## src/rtl/cpu_state_core.sv

```systemverilog
// cpu_state_core: sequential state of the single-cycle CPU.
// Holds the program counter, the instruction register and a small
// word-addressed data memory with combinational read and synchronous clear.
module cpu_state_core #(
   parameter logic [31:0] RESET_PC   = 32'h0000_0000,
   parameter logic [31:0] IR_RESET   = 32'h0000_0000,
   parameter int          DMEM_DEPTH = 64
) (
   input  logic        clock,
   input  logic        reset,
   input  logic        is_halt,
   input  logic        is_jal,
   input  logic        is_jalr,
   input  logic        branch_taken,
   input  logic [31:0] branch_target,
   input  logic [31:0] jalr_target,
   input  logic [31:0] imm_j,
   output logic [31:0] program_counter_value,
   input  logic [31:0] instruction_in,
   output logic [31:0] instruction_out,
   input  logic        memory_we,
   input  logic [31:0] address,
   input  logic [31:0] write_data,
   output logic [31:0] read_data
);

   localparam int AW = $clog2(DMEM_DEPTH);

   logic [31:0]   r_pc;
   logic [31:0]   r_ir;
   logic [31:0]   w_pc_next;
   logic [AW-1:0] w_index;
   logic          w_unused_addr;
   logic [31:0]   r_dmem [DMEM_DEPTH];

   // Word index into the data memory; byte offset and upper bits alias away.
   assign w_index       = address[AW+1:2];
   assign w_unused_addr = ^{address[31:AW+2], address[1:0]};

   // Next-PC selection, first match wins: halt, jal, jalr, branch, sequential.
   always_comb begin
      w_pc_next = r_pc + 32'd4;
      if (is_halt)
         w_pc_next = r_pc;
      else if (is_jal)
         w_pc_next = r_pc + imm_j;
      else if (is_jalr)
         w_pc_next = {jalr_target[31:1], 1'b0};
      else if (branch_taken)
         w_pc_next = branch_target;
   end

   // PC and instruction register; the IR re-latches every cycle, even in halt.
   always_ff @(posedge clock) begin
      if (reset) begin
         r_pc <= RESET_PC;
         r_ir <= IR_RESET;
      end else begin
         r_pc <= w_pc_next;
         r_ir <= instruction_in;
      end
   end

   // Data memory: reset clears every word and discards a concurrent write.
   always_ff @(posedge clock) begin
      if (reset) begin
         for (int i = 0; i < DMEM_DEPTH; i++)
            r_dmem[i] <= 32'h0;
      end else if (memory_we) begin
         r_dmem[w_index] <= write_data;
      end
   end

   assign program_counter_value = r_pc;
   assign instruction_out       = r_ir;
   // Combinational read: shows the old word until the write edge.
   assign read_data             = r_dmem[w_index];

endmodule

```

## config.mk

```make
export PLATFORM = sky130hd
export DESIGN_NAME = cpu_state_core
export DESIGN_NICKNAME = d
export VERILOG_FILES = /design/src/rtl/cpu_state_core.sv
export SDC_FILE = /design/constraint.sdc
export NUM_CORES = 2
export LEC_CHECK = 0
export CORE_MARGIN = 2
export CORE_UTILIZATION = 55
export CTS_CLUSTER_SIZE = 24
export DETAILED_ROUTE_END_ITERATION = 8
export GPL_ROUTABILITY_DRIVEN = 0
export HOLD_SLACK_MARGIN = 0.05
export MAX_ROUTING_LAYER = met4
export PLACE_DENSITY = 0.77
export SYNTH_ARGS = -nofsm -noshare
export SYNTH_HDL_FRONTEND = slang
export SYNTH_SLANG_ARGS = --single-unit
```

## constraint.sdc

```tcl
create_clock -name clock -period 7.9 [get_ports clock]
set_input_delay 1.58 -clock clock [delete_from_list [all_inputs] [get_ports clock]]
set_output_delay 1.58 -clock clock [all_outputs]
set_load 0.01 [all_outputs]
```

==> metrics.md <==
| Metric | Value |
|---|---|
| Status | finished, final reports clean |
| Register area share after synthesis | around two thirds |
| Post-synthesis async set-or-reset flop share | 0% |
| Crit path required time | ~6.3 ns |
| Fin crit period | around 7.4 ns |
| Layout area overhead | 12.7% |
| First-pass GRT wire length | about 430000 um |
| Flop pwr share | between 50 and 60% |
| Crit-path max FO | 21 |
| Drt via density | 6.67 |
| DP HPWL | around 170000 um |
| Crit path DAT | 5.83 ns |
| Max Cap Viol | 0 |
| Slew headroom | roughly 3.4% |
| Max Buffers Root-to-Sink | 3 |
| PwrDens | roughly 230 nW/um^2 |
| Num rows | ~150 |
| Internal power | approximately 19 mW |
| Initial Util | 55.2% |
| CP max-delay cell | nor2_4 |
| DRC viols | 0 |
| Setup Skew | 0.0302 ns |
| Met1 Usage GRT | between 40 and 50% |
| Clk root buf | clkbuf_16 |
| Worst-margin pin slew | ~1.4 ns |
| Number of global-route vias before repair | 61800 |
| H-Tree Depth | 4 |
| Area of the die | 173000 sq um |
| Comb power frac | between 7 and 8% |
| # IOs | 295 |
| Mapped Area | about 93000 sq um |
| Setup bufs post-CTS | 0 |
| Final Hold Viols | 0 |
| Slew Limit Fails | 0 |
| P_sw | around 5.8 mW |
| WL/cell | approximately 32 um |
| Iter 0 DRT Violations | around 11000 |
| WS Path Type | in2out |
| Synth Flop Type | edfxtp_1 |
| Setup TNS | 0 ns |
| Final setup violation count | 0 |
| CP Capture Type | output port |
| Hold Buf Count CTS | 0 |
| Final period util | between 90% and 100% |
| Total wire length | between 300000 and 400000 um |
| Clk sink count | 2112 |
| GRT Overall Usage | ~35% |
| Global route hottest layer | met2 |
| DRT Pass-1 Iters | 8 |
| Max IR drop VDD | 0.000178 V |
| Leak Pwr | between 30 and 40 nW |
| Core ar. | approximately 170000 sq um |
| Syn nets | just over 7000 |
| CP max stage delay | ~0.80 ns |
| DR vias | 63000 |
| CTS buffer count | 203 |
| Clock Latency Late Sink | around 0.84 ns |
| Largest net degree at the start of global routing | 87 |
| Final Non-Filler Cells | between 9000 and 10000 |
| Max Clk Rate | between 100 and 150 MHz |
| Clock Power Share | between 30% and 40% |
| TritonCTS clock tree | done |
| CP cell instances | clkdlybuf4s50_1, nand2_1, nor2_4, buf_4, buf_4, a221oi_1, a31oi_1, nor4_1, nand3_1, clkdlybuf4s50_1 |
| EDFF count, synth | roughly 2000 |
| Antenna violations before repair | 29 |
| Met3 Resource Use GR | roughly a tenth |
| Worst-path clk slew | about 0.060 ns |
| Sw frac | 23.8% |
| Count of state elements after synthesis | approximately 2100 |
| Port Buf Inserts | 267 |
| Worst min path class | reg2reg |
| Synth unique cells | 65 |
| Proportion of layout cells with a drive suffix above 1 | 10.5% |
| Number of nets in the layout | about 7300 |
| Post-cts sizing count | 0 |
| Top delay family on crit path | buffers and inverters |
| CP startpoint kind | input pin |
| Buf+Inv Stages, Crit Path | 4 |
| Remaining Overflow, GRT | 0 |
| RSZ-0062 raised after global routing | no |
| Placed Cells | 9048 |
| Mapped Cells | between 6000 and 7000 |
| Met2 usage | about 52% |
| DRT antenna net count | 0 |
| Synth warn | 0 |
| Syn_area_per_cell | 13.3 sq um |
| Die height | 416 um |
| Die Width | between 400 and 500 um |
==> worst paths after layout <==
kind / startpoint / endpoint / slack (ns) / depth (start not counted)
worst max register to register: program_counter_value[0] / program_counter_value[30] / 4.55 / 11
worst max-delay path: address[3] / read_data[12] / 0.49 / 10
worst min register to register: program_counter_value[17] / program_counter_value[17] / 0.56 / 2
worst min-delay path: program_counter_value[17] / program_counter_value[17] / 0.56 / 2
==> tightest hold or removal path, stage by stage (launching register included) <==
cell and delay (ns):
dfxtp_1 0.37, nand2_1 0.09, a21oi_1 0.05
==> synthesized netlist by cell type, types with 19 or more instances <==
cell type     n  area share [%]
buf_1        72            0.29
nand4_1     100            0.67
xor2_1       28            0.26
nor2_1      125            0.50
a22oi_1     660             5.3
o21ai_0      29            0.16
nand3_1      54            0.29
clkbuf_1    597             2.4
or2_2        69            0.46
a21oi_1     160            0.86
xnor2_1      25            0.24
and2_1     2049              14
dfxtp_1      64             1.4
ha_1         32            0.43
buf_2        49            0.26
a22o_1      182             1.7
mux2i_1      19            0.20
a221oi_1    186             1.7
a31oi_1     164             1.1
nand2_1      75            0.30
nor2b_1      37            0.25
edfxtp_1   2048              66
==> power groups by stage <==
stage / Sequential, mW / Clock (mW) / Combinational [mW]
final: 13.1 / 9.49 / 1.94
after global routing: 13.1 / 9.89 / 2.00
after CTS: 13.1 / 9.47 / 1.88
after detailed placement: 13.3 / 0 / 1.87
after global placement: 13.2 / 0 / 1.85
after floorplan: 13.2 / 0 / 0.928
==> kinds of logic (layout without fill, tap and decap cells) <==
| group | Yosys count | count (layout) | share of synthesized area [%] |
|---|---|---|---|
| XOR/XNOR | 53 | 53 | 0.498 |
| AND/OR/NAND/NOR | 2574 | 2574 | 16.8 |
| AO/OA/AOI/OAI | 1472 | 1472 | 11.7 |
| buffers and inverters | 732 | 941 | 3.01 |
| other | 0 | 22 | 0 |
| adder cells (fa/ha/maj) | 33 | 33 | 0.451 |
| multiplexers | 19 | 19 | 0.204 |
| flip-flops | 2112 | 2112 | 67.4 |
==> cell usage in the layout (no fill, tap or decap), types with 42 or more instances in the layout <==
cell type        synthesis  layout
dfxtp_1                 64      64
clkbuf_16                0     205
nor2_1                 125      63
buf_12                   0      42
a22o_1                 182     182
edfxtp_1              2048    2048
or2_2                   69      69
nand4_1                100     100
clkbuf_1               597      49
nand2_1                 75      74
nor2_2                   0      60
a21oi_1                160     160
a31oi_1                164     164
clkdlybuf4s50_1          0     232
a22oi_1                660     660
a221oi_1               186     186
nand3_1                 54      53
and2_1                2049    2049
clkinv_1                 0      52
buf_4                    0     245
==> metrics by stage <==
| step | utilization, % | setup slack [ns] | instance area, sq um | power, mW | hold slack (ns) |
|---|---|---|---|---|---|
| 2_1_floorplan | - | 3.01 | 93200 | 14.1 | 0.533 |
| 3_3_place_gp | 58.4 | 0.728 | 98600 | 15.1 | 0.549 |
| 3_5_place_dp | 58.4 | 0.733 | 98600 | 15.2 | 0.555 |
| 4_1_cts | 62.2 | 0.712 | 105000 | 24.4 | 0.564 |
| 5_1_grt | 62.2 | 0.589 | 105000 | 25.0 | 0.589 |
| 6_report | 62.2 | 0.490 | 105000 | 24.5 | 0.564 |
==> state kept, by name (all words and copies together) (netlist names) <==
| signal | count |
|---|---|
| program_counter_value | 32 |
| r_dmem | 2048 |
| instruction_out | 32 |
==> final cells by class <==
| cell class | instances | area [sq um] |
|---|---|---|
| Fill cell | 12200 | 63900 |
| Sequential cell | 2112 | 62800 |
| Multi-Input combinational cell | 4151 | 27800 |
| Clock buffer | 260 | 5380 |
| Timing Repair Buffer | 553 | 5170 |
| Tap cell | 2218 | 2780 |
| Clock inverter | 114 | 1030 |
| Antenna cell | 22 | 55.1 |
| Inverter | 14 | 52.6 |
==> per-layer routing <==
layer	vias to the layer above	share of wire, %
met5	-	0
met4	0	8.0
met3	954	14
met2	4886	45
met1	31000	33
li1	26100	-
Note: power is estimated with default switching activity, not from simulation.
